`src/rtl/bf_relax_engine_if.sv`:
```
// -----------------------------------------------------------------------------
// bf_relax_engine_if
//   Bundles the compute-interface signals between the path controller (master)
//   and the Bellman-Ford relaxation engine (slave). It also carries the
//   edge-list ROM port, which the engine drives and the ROM answers.
//
//   Controller -> engine : clear, enable, stg1_mux_control, source_address,
//                          predecessor_rd_addr
//   Engine -> controller : predecessor_out, done, neg_cycle
//   Engine -> edge ROM   : edge_rd_addr
//   Edge ROM -> engine   : edge_src, edge_dst, edge_wt (1-cycle latency)
// -----------------------------------------------------------------------------
interface bf_relax_engine_if #(
  parameter int NUM_EDGES = 64,
  parameter int DIST_W    = 8,
  parameter int ADDR_W    = 5
);
  localparam int EDGE_AW = $clog2(NUM_EDGES);

  logic                      clear;
  logic                      enable;
  logic                      stg1_mux_control;
  logic [ADDR_W-1:0]         source_address;
  logic [ADDR_W-1:0]         predecessor_rd_addr;
  logic [ADDR_W-1:0]         predecessor_out;
  logic [EDGE_AW-1:0]        edge_rd_addr;
  logic [ADDR_W-1:0]         edge_src;
  logic [ADDR_W-1:0]         edge_dst;
  logic signed [DIST_W-1:0]  edge_wt;
  logic                      done;
  logic                      neg_cycle;

  // Controller side (also hosts the edge ROM).
  modport master (
    output clear, enable, stg1_mux_control, source_address, predecessor_rd_addr,
    output edge_src, edge_dst, edge_wt,
    input  predecessor_out, edge_rd_addr, done, neg_cycle
  );

  // Engine side.
  modport slave (
    input  clear, enable, stg1_mux_control, source_address, predecessor_rd_addr,
    input  edge_src, edge_dst, edge_wt,
    output predecessor_out, edge_rd_addr, done, neg_cycle
  );
endinterface

```
`src/rtl/bf_relax_engine.sv`:
```
// -----------------------------------------------------------------------------
// bf_relax_engine
//   Bellman-Ford relaxation engine. After clear, and while enable is high, it
//   streams the external edge ROM one edge per two cycles (FETCH, RELAX). It
//   relaxes dist/pred in place and repeats whole passes until a pass makes no
//   update or NUM_NODES-2 passes have run, then raises done. The predecessor
//   table can be read at any time through a registered port.
//
//   Ports: clk, reset (async, active high), ifc (bf_relax_engine_if.slave):
//     clear/enable/stg1_mux_control/source_address  run control
//     predecessor_rd_addr -> predecessor_out        1-cycle registered read
//     edge_rd_addr -> edge_src/edge_dst/edge_wt     edge ROM, 1-cycle latency
//     done, neg_cycle                               status
//
//   Optional feature macro: BF_NEG_CYCLE_DETECT_EN
//     When defined, an exit on the pass limit is followed by one extra
//     write-suppressed pass. Any edge that would still relax in that pass
//     sets neg_cycle. When undefined, neg_cycle is tied low.
// -----------------------------------------------------------------------------
module bf_relax_engine #(
  parameter int NUM_NODES = 32,
  parameter int NUM_EDGES = 64,
  parameter int DIST_W    = 8,
  parameter int ADDR_W    = 5
) (
  input  logic             clk,
  input  logic             reset,
  bf_relax_engine_if.slave ifc
);

  localparam int EDGE_AW = $clog2(NUM_EDGES);
  localparam int PASS_W  = ADDR_W + 1;

  typedef logic signed [DIST_W-1:0] dist_t;
  typedef logic signed [DIST_W:0]   sum_t;
  typedef logic [ADDR_W-1:0]        node_t;

  localparam dist_t INF     = dist_t'((2 ** (DIST_W - 1)) - 1);
  // Sums saturate one below INF so a relaxed node never looks unreachable.
  localparam sum_t  SUM_MAX = sum_t'((2 ** (DIST_W - 1)) - 2);
  localparam sum_t  SUM_MIN = sum_t'(-(2 ** (DIST_W - 1)));
  localparam logic [EDGE_AW-1:0] LAST_EDGE = EDGE_AW'(NUM_EDGES - 1);
  localparam logic [PASS_W-1:0]  MAX_PASS  = PASS_W'(NUM_NODES - 2);

  typedef enum logic [2:0] {
    S_IDLE,
    S_FETCH,
    S_RELAX,
    S_PASS_END,
    S_DONE
  } state_t;

  state_t               state_q, state_d;
  logic [EDGE_AW-1:0]   edge_idx_q, edge_idx_d;
  logic [EDGE_AW-1:0]   edge_addr_q, edge_addr_d;
  logic [PASS_W-1:0]    pass_q, pass_d;
  logic                 pass_upd_q, pass_upd_d;
  node_t                source_q, source_d;
  node_t                pred_out_q, pred_out_d;
  logic                 done_q, done_d;
  dist_t                dist_q [NUM_NODES];
  dist_t                dist_d [NUM_NODES];
  node_t                pred_q [NUM_NODES];
  node_t                pred_d [NUM_NODES];
`ifdef BF_NEG_CYCLE_DETECT_EN
  logic                 check_q, check_d;  // in the write-suppressed check pass
  logic                 neg_q, neg_d;
`endif

  // ---------------------------------------------------------------------------
  // Relaxation datapath for the edge currently presented by the ROM.
  // ---------------------------------------------------------------------------
  node_t  u, v;
  dist_t  wt, dist_u, dist_v, sum_clamped;
  sum_t   sum_wide;
  logic   relax_hit;
  logic   run_ok;

  assign u        = ifc.edge_src;
  assign v        = ifc.edge_dst;
  assign wt       = ifc.edge_wt;
  assign dist_u   = dist_q[u];
  assign dist_v   = dist_q[v];
  // One extra bit so that the add itself cannot wrap before clamping.
  assign sum_wide = sum_t'(dist_u) + sum_t'(wt);
  assign run_ok   = ifc.enable && !ifc.stg1_mux_control;

  // NOTE: every variable driven in an always_comb gets a default before any
  // branch; otherwise a missed path holds its old value and infers a latch.
  always_comb begin
    sum_clamped = sum_wide[DIST_W-1:0];
    if (sum_wide > SUM_MAX) begin
      sum_clamped = SUM_MAX[DIST_W-1:0];
    end else if (sum_wide < SUM_MIN) begin
      sum_clamped = SUM_MIN[DIST_W-1:0];
    end
  end

  assign relax_hit = (dist_u != INF) && (u != '0) && (v != '0) &&
                     (v != source_q) && (sum_clamped < dist_v);

  // ---------------------------------------------------------------------------
  // Next-state and datapath updates.
  // ---------------------------------------------------------------------------
  always_comb begin
    state_d     = state_q;
    edge_idx_d  = edge_idx_q;
    edge_addr_d = edge_addr_q;
    pass_d      = pass_q;
    pass_upd_d  = pass_upd_q;
    source_d    = source_q;
    dist_d      = dist_q;
    pred_d      = pred_q;
`ifdef BF_NEG_CYCLE_DETECT_EN
    check_d     = check_q;
    neg_d       = neg_q;
`endif

    // Node 0 means "no predecessor", so its read is forced to 0.
    pred_out_d = (ifc.predecessor_rd_addr == '0) ? '0
                                                 : pred_q[ifc.predecessor_rd_addr];
    // done follows the DONE state by one cycle and drops on clear.
    done_d     = (state_q == S_DONE) && !ifc.clear;

    if (ifc.clear) begin
      source_d    = ifc.source_address;
      edge_idx_d  = '0;
      edge_addr_d = '0;
      pass_d      = '0;
      pass_upd_d  = 1'b0;
      state_d     = S_IDLE;
      for (int i = 0; i < NUM_NODES; i++) begin
        dist_d[i] = (ADDR_W'(i) == ifc.source_address) ? '0 : INF;
        pred_d[i] = '0;
      end
`ifdef BF_NEG_CYCLE_DETECT_EN
      check_d = 1'b0;
      neg_d   = 1'b0;
`endif
    end else begin
      unique case (state_q)
        S_IDLE: begin
          if (run_ok) begin
            edge_addr_d = edge_idx_q;
            state_d     = S_FETCH;
          end
        end

        // The address is held here; a stall simply waits with the ROM
        // output still valid for the pending edge.
        S_FETCH: begin
          if (run_ok) begin
            state_d = S_RELAX;
          end
        end

        S_RELAX: begin
          if (ifc.stg1_mux_control) begin
            // Walk mode took over: drop this edge without writing and
            // retry it once the controller releases the table.
            state_d = S_FETCH;
          end else begin
            if (relax_hit) begin
`ifdef BF_NEG_CYCLE_DETECT_EN
              if (check_q) begin
                neg_d = 1'b1;
              end else begin
                dist_d[v]  = sum_clamped;
                pred_d[v]  = u;
                pass_upd_d = 1'b1;
              end
`else
              dist_d[v]  = sum_clamped;
              pred_d[v]  = u;
              pass_upd_d = 1'b1;
`endif
            end
            if (edge_idx_q == LAST_EDGE) begin
              state_d = S_PASS_END;
            end else begin
              edge_idx_d  = edge_idx_q + 1'b1;
              edge_addr_d = edge_idx_q + 1'b1;
              state_d     = S_FETCH;
            end
          end
        end

        S_PASS_END: begin
          pass_d      = pass_q + 1'b1;
          edge_idx_d  = '0;
          edge_addr_d = '0;
`ifdef BF_NEG_CYCLE_DETECT_EN
          if (check_q || !pass_upd_q) begin
            state_d = S_DONE;
          end else if (pass_d == MAX_PASS) begin
            // Still converging at the pass limit: one more read-only pass.
            check_d    = 1'b1;
            pass_upd_d = 1'b0;
            state_d    = S_FETCH;
          end else begin
            pass_upd_d = 1'b0;
            state_d    = S_FETCH;
          end
`else
          if (!pass_upd_q || (pass_d == MAX_PASS)) begin
            state_d = S_DONE;
          end else begin
            pass_upd_d = 1'b0;
            state_d    = S_FETCH;
          end
`endif
        end

        S_DONE: begin
          state_d = S_DONE;
        end

        default: begin
          state_d = S_IDLE;
        end
      endcase
    end
  end

  // ---------------------------------------------------------------------------
  // State registers.
  // ---------------------------------------------------------------------------
  // NOTE: sequential state uses non-blocking assignments only, so every flop
  // samples its _d value from before the edge regardless of statement order.
  always_ff @(posedge clk or posedge reset) begin
    if (reset) begin
      state_q     <= S_IDLE;
      edge_idx_q  <= '0;
      edge_addr_q <= '0;
      pass_q      <= '0;
      pass_upd_q  <= 1'b0;
      source_q    <= '0;
      pred_out_q  <= '0;
      done_q      <= 1'b0;
      // NOTE: the dist/pred tables are plain flops, not RAM, because a reset
      // must leave them in a known state (all unreachable, no predecessors).
      for (int i = 0; i < NUM_NODES; i++) begin
        dist_q[i] <= INF;
        pred_q[i] <= '0;
      end
`ifdef BF_NEG_CYCLE_DETECT_EN
      check_q     <= 1'b0;
      neg_q       <= 1'b0;
`endif
    end else begin
      state_q     <= state_d;
      edge_idx_q  <= edge_idx_d;
      edge_addr_q <= edge_addr_d;
      pass_q      <= pass_d;
      pass_upd_q  <= pass_upd_d;
      source_q    <= source_d;
      pred_out_q  <= pred_out_d;
      done_q      <= done_d;
      dist_q      <= dist_d;
      pred_q      <= pred_d;
`ifdef BF_NEG_CYCLE_DETECT_EN
      check_q     <= check_d;
      neg_q       <= neg_d;
`endif
    end
  end

  assign ifc.predecessor_out = pred_out_q;
  assign ifc.edge_rd_addr    = edge_addr_q;
  assign ifc.done            = done_q;
`ifdef BF_NEG_CYCLE_DETECT_EN
  assign ifc.neg_cycle       = neg_q;
`else
  assign ifc.neg_cycle       = 1'b0;
`endif

endmodule
```
`src/flat_wrapper.sv`:
```
// flat-port wrapper written by rule: the top's interface ports become plain ports
module bf_relax_engine_flat 
#(
  parameter int NUM_NODES = 32,
  parameter int NUM_EDGES = 64,
  parameter int DIST_W    = 8,
  parameter int ADDR_W    = 5
)
  (clk, reset, ifc_clear, ifc_enable, ifc_stg1_mux_control, ifc_source_address, ifc_predecessor_rd_addr, ifc_edge_src, ifc_edge_dst, ifc_edge_wt, ifc_predecessor_out, ifc_edge_rd_addr, ifc_done, ifc_neg_cycle);
  bf_relax_engine_if #(.NUM_EDGES(NUM_EDGES), .DIST_W(DIST_W), .ADDR_W(ADDR_W)) ifc_i ();
  input  logic clk;
  input  logic reset;
  input wire logic [$bits(ifc_i.clear)-1:0] ifc_clear;
  input wire logic [$bits(ifc_i.enable)-1:0] ifc_enable;
  input wire logic [$bits(ifc_i.stg1_mux_control)-1:0] ifc_stg1_mux_control;
  input wire logic [$bits(ifc_i.source_address)-1:0] ifc_source_address;
  input wire logic [$bits(ifc_i.predecessor_rd_addr)-1:0] ifc_predecessor_rd_addr;
  input wire logic [$bits(ifc_i.edge_src)-1:0] ifc_edge_src;
  input wire logic [$bits(ifc_i.edge_dst)-1:0] ifc_edge_dst;
  input wire logic [$bits(ifc_i.edge_wt)-1:0] ifc_edge_wt;
  output wire logic [$bits(ifc_i.predecessor_out)-1:0] ifc_predecessor_out;
  output wire logic [$bits(ifc_i.edge_rd_addr)-1:0] ifc_edge_rd_addr;
  output wire logic [$bits(ifc_i.done)-1:0] ifc_done;
  output wire logic [$bits(ifc_i.neg_cycle)-1:0] ifc_neg_cycle;
  assign ifc_i.clear = ifc_clear;
  assign ifc_i.enable = ifc_enable;
  assign ifc_i.stg1_mux_control = ifc_stg1_mux_control;
  assign ifc_i.source_address = ifc_source_address;
  assign ifc_i.predecessor_rd_addr = ifc_predecessor_rd_addr;
  assign ifc_i.edge_src = ifc_edge_src;
  assign ifc_i.edge_dst = ifc_edge_dst;
  assign ifc_i.edge_wt = ifc_edge_wt;
  assign ifc_predecessor_out = ifc_i.predecessor_out;
  assign ifc_edge_rd_addr = ifc_i.edge_rd_addr;
  assign ifc_done = ifc_i.done;
  assign ifc_neg_cycle = ifc_i.neg_cycle;
  bf_relax_engine #(.NUM_NODES(NUM_NODES), .NUM_EDGES(NUM_EDGES), .DIST_W(DIST_W), .ADDR_W(ADDR_W)) u_core (.clk(clk), .reset(reset), .ifc(ifc_i));
endmodule
```
`config.mk`:
```
export PLATFORM = sky130hd
export DESIGN_NAME = bf_relax_engine_flat
export DESIGN_NICKNAME = d
export VERILOG_FILES = /design/src/rtl/bf_relax_engine_if.sv /design/src/rtl/bf_relax_engine.sv /design/src/flat_wrapper.sv
export SDC_FILE = /design/constraint.sdc
export NUM_CORES = 1
export LEC_CHECK = 0
export BUFFER_PORTS_ARGS = -buffer_cell sky130_fd_sc_hd__clkbuf_2
export CAP_MARGIN = 10
export CORE_MARGIN = 8
export CORE_UTILIZATION = 40
export DETAILED_ROUTE_END_ITERATION = 8
export GPL_ROUTABILITY_DRIVEN = 0
export PLACE_DENSITY = 0.54
export RECOVER_POWER = 50
export REMOVE_ABC_BUFFERS = 1
export SLEW_MARGIN = 20
export SYNTH_ARGS = -nofsm -noshare
export SYNTH_HDL_FRONTEND = slang
export SYNTH_SLANG_ARGS = --single-unit
```
`constraint.sdc`:
```
create_clock -name clk -period 16.27 [get_ports clk]
set_input_delay 0.8135 -clock clk [delete_from_list [all_inputs] [get_ports clk]]
set_output_delay 0.8135 -clock clk [all_outputs]
set_load 0.02 [all_outputs]
```
## Yosys cells after proc, flatten, opt, wreduce, memory -nomap -nowiden

Index checks and enable logic that the tools add are counted.

- Register bits after elaboration: 449
- Output and inout bits: 13
- Word-level logic and storage cells: 236

- $add $sub $neg: 3
- Magnitude comparators: 7
- Equality and inequality tests: 46
- Multiplexer cells: 79
- Bitwise gates (word level): 3
- Reduce and logical (&&, ||, !) cells: 26

Operators with widths:

| kind | count |
|---|---|
| $mux W256 | 4 |
| $mux W160 | 4 |
| $bwmux W256 | 1 |
| $mux W7 | 32 |
| $bwmux W160 | 1 |
| $bmux W8 S5 | 2 |
| $eq A5 B5 Y1 const A | 16 |
| $mux W8 | 7 |
| $mux W6 | 7 |
| $demux W8 S5 | 1 |
| $eq A4 B5 Y1 const A | 8 |
| $bmux W5 S5 | 1 |
| $demux W5 S5 | 1 |
| $eq A3 B5 Y1 const A | 4 |
| $mux W5 | 4 |
| $ge A6 B6 Y1 const B | 3 |
| $not A5 Y6 | 3 |
| $pmux W6 S3 | 1 |
| $mux W3 | 5 |
| $pmux W3 S5 | 1 |
| $add A6 B1 Y6 const B | 2 |
| $pmux W6 S2 | 1 |
| $eq A2 B5 Y1 const A | 2 |
| $logic_not A5 Y1 | 2 |
| other kinds (30) | 51 |

## Longest topological paths before layout

Gate-level depths: netlist of run 1.

- Depth in word-level cells: 14
- Mapped depth: 29
- Mapped depth without buffers: 22

## Least setup slack after synthesis of run 1

OpenSTA, ideal clock, no wires.

- Path type: in2reg
- Start point: input port ifc_edge_src[1]
- End point: register u_core.dist_q[0] in the netlist's numbering
- Data arrival time: 5.982 ns
- Data required time: 16.188 ns
- Path slack: 10.206 ns
- Stages: 27
- Cell sequence: buf_2 -> nor2b_1 -> clkbuf_1 -> clkbuf_1 -> a22oi_1 -> nand3_1 -> nand4_1 -> ha_1 -> fa_1 -> a21o_1 -> a21oi_1 -> nor3_1 -> o2111ai_1 -> o21ai_1 -> a22oi_1 -> clkbuf_1 -> inv_1 -> ha_1 -> a21o_1 -> a2111oi_0 -> nor2_1 -> a31oi_2 -> clkbuf_1 -> and4_1 -> buf_6 -> a21oi_4 -> mux2_4

- Word-level cells in the longest chain between the ends: 13
- Elaborated cells on any way between the ends: 23
- Classes of those cells: add/sub (1); order compare (3); eq/ne (1); mux (10); bitwise (1); reduce/logical (7)

RTL lines:

| element | line | source |
|---|---|---|
| start, declared | flat_wrapper.sv:18 | `input wire logic [$bits(ifc_i.edge_src)-1:0] ifc_edge_src;` |
| parallel branches: the longest is 13 deep, another holds $add A8 B8 Y9 | - |  |
| end signal, assigned | bf_relax_engine.sv:259 | `dist_q <= dist_d;` |
| end, declared | bf_relax_engine.sv:61 | `dist_t dist_q [NUM_NODES];` |

Several ways; the timed one is not identified. The select of a mux whose other input is x is not followed.
A chain may end at the register's enable or synchronous reset.

==> reports/metrics.yaml, run 1 <==
run_status:
  status: "complete, but fails checks"
  violations: "max-capacitance violations, max-slew violations"
routing:
  drtAntennaViolNets: 0
  drc: 0
  drt_wl_total_mm: 96.5
  initialDrtViolationCount: 2520
  wire_per_inst_um: 27.7
  first_pass_iters: 6
  vias: 22200
  viasPerCell: 6.37
timing:
  setup_tns_ps: 0
  slew_headroom_pct: -289
  rsz0062_at_grt: "no"
  max_freq_mhz: 104
  drv_slew: 566
  fin_crit_ps: 9630
  holdWs_ps: 478
  skew_ps: 16.5
  timing.final.crit_share_pct: 59.2
  setup-violations-final: 0
  hold_viol: 0
  worstMarginPinSlew_ps: 5800
clock_network:
  postCtsSetupRepairBufs: 0
  cts_tree: "done"
  cts_num_sinks: 445
  holdBufCountCts: 0
  cts_buffer_depth: 3
  cts-root-buf: "clkbuf_16"
  cts_htree_levels: 2
  cts_resized: 0
  cts-buffers-inserted: 52
  clk_latency_ps: 610
  clk_pin_slew_ps: 50
die:
  initial_utilization_pct: 40.2
  dieArea_um2: 78500
  die_h_um: 280
  rows: 97
  core-area_um2: 69500
  die_w_um: 280
  io_pins: 46
setup_path:
  critPathTopFamily: "buffers and inverters"
  crit_fanout: 132
  arrival_ps: 9500
  path_class: "input pin to asynchronous set/reset pin"
  critPathMaxStageDelay_ps: 3200
  crit_path_frequent_cell: "clkbuf_1"
  worst_setup_path_start_kind: "input pin"
  slowest_stage: "clkinvlp_2"
  worstSetupStartpoint: "reset"
  critPathBufInv: 5
  critPathCaptureType: "asynchronous set/reset pin"
  worstPathCellList: "clkbuf_2, clkinvlp_2, clkbuf_1, buf_16, clkbuf_1"
  timing.rr.start: "u_core.dist_q[87]"
  required_ps: 16140
finish:
  finalNetCount: 2552
  layout_commonest_cell: "o21ai_0"
  layoutNonFillerInstCount: 3484
  drive_above_1_share_pct: 29.1
  post-route-util_pct: 43.3
  layout_common_cells: "o21ai_0 (466), nand3_1 (224), dfstp_2 (224), dfrtp_1 (221), a21oi_1 (214)"
  area_delta_synth_final_pct: 7.74
pwr:
  p_per_area_nw_per_um2: 106
  peakVddDrop_mv: 0.0965
  power_w: 0.00319
  leakagePower_nw: 11.7
grt:
  grt_max_degree: 177
  grt_pass1_vias: 21800
  grt_pass1_wl_mm: 145
  antenna_found_initial: 0
  track_usage_pct: 24.0
  overflow: 0
hold_path:
  hp-class: "flop to flop"
  hold_start: "u_core.ifc.edge_rd_addr[5]"
job:
  cap_violations: 8
logic_synthesis:
  synthCells: 2610
  syn_area_per_cell_um2: 10.7
  yosysWarnings: 0
  yosysSeqAreaShare_pct: 40.9
  synth_area_um2: 27900
  synth_seq_cells: 445
  synth_ff_type: "dfstp_2"
  async_flop_share_pct: 100
  synth_cell_types: 68
  synth_edf_count: 0
placement:
  dpl.hpwl_mm: 63.4
  port_buffers: 44
  dp.cells: 3384
## sequential cells by signal (all words and copies together), names as in the netlist
name and flops:
u_core.ifc.done 1, u_core.state_q 3, u_core.ifc.predecessor_out 5, u_core.ifc.edge_rd_addr 6, u_core.pass_q 6, u_core.dist_q 256
u_core.edge_idx_q 6, u_core.pass_upd_q 1, u_core.pred_q 156, u_core.source_q 5
## per-layer routing
metal / wire (um) / vias to the layer above / track usage (%)
li1: - / 9662 / -
met1: 42000 / 11300 / 33.6
met2: 43900 / 963 / 36.8
met3: 6500 / 219 / 3.61
met4: 4120 / 0 / 10.3
met5: 0 / - / 0
## power by group
group | internal [W] | switching (W)
sequential | 0.00122 | 0.0000638
clock | 0.000672 | 0.000484
combinational | 0.000249 | 0.000495
## per-stage QoR
stage                     worst slack, ps  area, um2
after floorplan                      3430      26600
after global placement               7470      28400
after detailed placement             7520      28400
after CTS                            8120      30100
after global routing                 4770      30100
final                                6640      30100
## logic make-up after synthesis
logic type	share of synthesized area, %
AO/OA/AOI/OAI	18.3
AND/OR/NAND/NOR	9.87
multiplexers	24.5
flip-flops	40.9
buffers and inverters	4.97
adder cells (fa/ha/maj)	0.950
XOR/XNOR	0.529
other	0.0134
## cell usage after synthesis (all sizes together), types with 3 or more instances
library cell    n  share of area [%]
and2            4              0.090
a31oi           3              0.090
xnor2           6               0.19
a21oi         247                5.7
xor2           10               0.34
mux2i         163                5.8
and4b           3               0.11
nor2b           7               0.16
or3             5               0.11
a211oi          6               0.16
a311oi          3              0.094
a22oi         105                2.8
dfstp         224                 21
o31ai           5               0.13
mux2          222                 11
nand2          60               0.81
o21a            4               0.11
ha             18               0.81
and3           10               0.23
buf           100                2.6
nand3b          6               0.16
mux4           91                7.3
and3b           3              0.094
or2             3              0.067
a21o            4               0.11
nor2           40               0.54
or3b            3              0.094
nor3b           3               0.13
clkbuf        150                2.0
nor3           44               0.82
and4           39                1.2
dfrtp         221                 20
o21ai         469                8.4
nand3         226                4.1
o22ai           9               0.20
inv            25               0.34
nand2b          8               0.18
nand4          42               0.94
## path summary, 6_finish.rpt
| kind | slack, ps | endpoint | cells after the start |
|---|---|---|---|
| worst max-delay path | 6640 | u_core.state_q[2] | 5 |
| worst min-delay path | 480 | u_core.ifc.edge_rd_addr[5] | 2 |
| worst max register to register | 9210 | u_core.dist_q[104] | 22 |
| worst min register to register | 480 | u_core.ifc.edge_rd_addr[5] | 2 |
| max in group clk | 7790 | u_core.dist_q[104] | 23 |
| min in group asynchronous | 2000 | u_core.pred_q[38] | 2 |
## worst min-delay path, stage by stage (launching register included)
cell and delay (ps):
dfrtp_1 340, nand2_1 50, o31ai_1 60
## area by class of cell
cell class	instances	area, um2
diodes	4	10.0
clock buffers	85	1580
clock inverters	9	73.8
fillers	6546	39500
inverters	25	97.6
multi-input cells	1890	15200
flip-flops and latches	445	11400
well taps	940	1180
repair buffers	86	547
(Power assumes the default switching activity.)
==> run 2: changes to the inputs <==
- ABC_AREA: unset -> 1
- clock period: 16.27 -> 9.2 ns (I/O delays scaled with it)
==> run 2 against run 1 <==
Against the previous run: count of clock-buffer cells in the layout increased by 2; non-clock buffer count increased by 2; sequential power increased by 76%; setup slack got worse by 5100 ps; clock skew increased by 16 ps; clock power increased by 99%; largest power group is now the clock network; critical path type is now input pin to flop; sequential cell count increased by 4; highest routed layer is now met5; the flow still finishes with violations (max-capacitance violations, max-slew violations).
==> reports/metrics.yaml, run 2 <==
grt:
  grt_pass1_wl_mm: 166  # +14%
  overflow: 0  # unchanged
  use_met2_pct: 41.0  # +4.2 points
  use_met3_pct: 5.09  # +1.5 points
  busiest_layer: "met2"
  antenna_found_initial: 1  # +1
  gr-usage-met1_pct: 37.8  # +4.2 points
  track_usage_pct: 27.3  # +3.3 points
  grt_pass1_vias: 25700  # +18%
  grt_max_degree: 162  # -8.5%
hold_path:
  hp-class: "input pin to flop"
  hold_start: "ifc_source_address[3]"
  hold_path_end: "u_core.source_q[3]"
  min_delay_path_depth: 3  # +1
logic_synthesis:
  synth_top_area_share_pct: 21.5  # +0.39 points
  synth_ff_type: "dfrtp_1"
  synth_cell_types: 52  # -24%
  synth_top_cells_by_count: "nand2_1 (996), nand3_1 (539), o21ai_0 (501)"
  synth_area_um2: 27400  # -1.8%
  yosysSeqAreaShare_pct: 42.0  # +1.1 points
  synth.most_common_cell: "nand2_1"
  synth_area_leaders: "dfstp_2 (21%), dfrtp_1 (21%), nand2_1 (14%), nand3_1 (9.8%), o21ai_0 (9.1%)"
  synth_seq_cells: 449  # +0.90%
  synth_top_cell_by_area: "dfstp_2"
  synth-simple-area-share_pct: 31.5  # +22 points
  synthAdderAreaFrac_pct: 0.894  # -0.056 points
  synth_top_family_by_area: "simple AND/OR/NAND/NOR gates"
  yosysWarnings: 0  # unchanged
  synthCells: 3759  # +44%
  synth_edf_count: 0  # unchanged
  synth_compound_area_share_pct: 17.4  # -0.92 points
  async_flop_share_pct: 100  # unchanged
  syn_area_per_cell_um2: 7.30  # -32%
  muxShareOfSynthArea_pct: 0  # -24 points
  synthXorXnorAreaFrac_pct: 0.255  # -0.27 points
finish:
  layout_commonest_cell: "nand2_1"
  finalNetCount: 3697  # +45%
  drive_above_1_share_pct: 12.8  # -16 points
  top_register: "u_core.dist_q"
  largest_reg_flops: 256  # unchanged
  area_delta_synth_final_pct: 8.32
  reg_top3: "u_core.dist_q: 256 flops, u_core.pred_q: 160 flops"
  stdcell_area_um2: 29700  # -1.3%
  layout_common_cells: "nand2_1 (996), nand3_1 (539), o21ai_0 (501), nor2_1 (308), dfrtp_1 (225)"
  fill_cells: 7033  # +7.4%
run_status:
  violations: "max-capacitance violations, max-slew violations"
  status: "complete, but fails checks"
clock_network:
  cts-root-buf: "clkbuf_16"
  cts_num_sinks: 449  # +0.90%
  cts-buffers-inserted: 54  # +3.8%
  cts_buffer_depth: 3  # unchanged
  clk_latency_ps: 650  # +40 ps
  postCtsSetupRepairBufs: 0  # unchanged
  holdBufCountCts: 1  # +1
  cts_htree_levels: 2  # unchanged
  cts_resized: 0  # unchanged
  clk_pin_slew_ps: 60  # about the same
  cts_tree: "done"
timing:
  hold_viol: 0  # unchanged
  skew_ps: 32.3  # +15.9 ps
  drv_slew: 674  # +19%
  max_freq_mhz: 130
  timing.final.crit_share_pct: 83.5
  timing.final.ws_setup_ps: 1520  # -5120 ps
  worstMarginPinSlew_ps: 5060  # -738 ps
  slew_headroom_pct: -239  # +49 points
  rsz0062_at_grt: "no"
  holdWs_ps: 165  # -313 ps
  setup-violations-final: 0  # unchanged
  fin_crit_ps: 7680
routing:
  drtAntennaViolNets: 0  # unchanged
  drc: 0  # unchanged
  viasPerCell: 5.93  # -6.9%
  initialDrtViolationCount: 3279  # +30%
  first_pass_iters: 6  # unchanged
  wire_per_inst_um: 23.8  # -14%
  vias: 27100  # +22%
  drt_wl_total_mm: 109  # +13%
setup_path:
  timing.rr.start: "u_core.state_q[2]"
  required_ps: 9770  # -6370 ps
  crit_path_frequent_cell: "nand2_1"
  path_class: "input pin to flop"
  r2r-end: "u_core.dist_q[176]"
  crit_fanout: 53  # -60%
  worst_setup_path_start_kind: "input pin"
  slowest_stage: "clkinv_2"
  critPathCaptureType: "flop"
  r2r_cells: 10  # -55%
  critPathMaxStageDelay_ps: 840  # -2360 ps
  arrival_ps: 8240  # -1260 ps
  r2r_setup_slack_ps: 2470  # -6740 ps
die:
  initial_utilization_pct: 40.2  # about the same
  rows: 96  # -1.0%
  core-area_um2: 68200  # -1.9%
  die_w_um: 278  # -0.85%
  io_pins: 46  # unchanged
  dieArea_um2: 77200  # -1.7%
  die_h_um: 278  # -0.85%
pwr:
  peakVddDrop_mv: 0.155  # +60%
  leakagePower_nw: 13.4  # +15%
  power_w: 0.00581  # +82%
  p_per_area_nw_per_um2: 196  # +85%
placement:
  pre_cts_slack_ps: 1250  # -6270 ps
  postPlaceCellArea_um2: 27900  # -2.1%
  port_buffers: 44  # unchanged
  dpl.hpwl_mm: 69.9  # +10%
job:
  cap_violations: 10  # +2
## run 2: cell type report
type	count	area, um2	share of cell area, %
clock buffer	87	1630	5.47
timing repair buffer	88	520	1.75
tap	882	1100	3.71
antenna	1	2.50	0.00842
sequential	449	11500	38.8
clock inverter	14	282	0.948
multi-input combinational	2814	13800	46.3
inverter	238	902	3.04
## run 2: worst max path at each step
stage,from,end,depth (start not counted)
final,ifc_edge_src[1],u_core.dist_q[176],30
after global routing,ifc_clear,u_core.dist_q[163],7
after CTS,ifc_edge_src[1],u_core.dist_q[176],30
after detailed placement,ifc_edge_src[1],u_core.dist_q[176],30
after global placement,ifc_edge_src[1],u_core.dist_q[176],30
after floorplan,reset,u_core.dist_q[103],1
## run 2: kinds of logic (layout without fill, tap and decap cells)
family | after synthesis | in the layout
AND/OR/NAND/NOR | 1955 | 1955
XOR/XNOR | 8 | 8
buffers and inverters | 496 | 427
other | 1 | 2
flip-flops | 449 | 449
AO/OA/AOI/OAI | 831 | 831
adder cells (fa/ha/maj) | 19 | 19
## run 2: where the power goes
group	internal, W	switching [W]
combinational	0.000270	0.000965
clock	0.00138	0.000929
sequential	0.00216	0.000107
## run 2: metrics by stage
stage / setup TNS (ps) / utilization, % / instances
2_1_floorplan: -765680 / - / 3501
3_3_place_gp: 0 / 40.8 / 4470
3_5_place_dp: 0 / 40.8 / 4470
4_1_cts: 0 / 43.6 / 4572
5_1_grt: 0 / 43.5 / 4572
6_report: 0 / 43.5 / 4573
## run 2: layer usage
layer / share of wire, % / vias up / wire (um)
met5: 0.014 / - / 15
met4: 5.2 / 2 / 5680
met3: 8.4 / 315 / 9160
met2: 43 / 1297 / 46800
met1: 43 / 13000 / 47200
li1: - / 12400 / -
## run 2: worst max-delay path: cells and delay by family
kind	cells	cell delay, ps
buf+inv	4	1990
fa+ha+maj	3	1030
simple gates	16	3750
compound gates	7	970
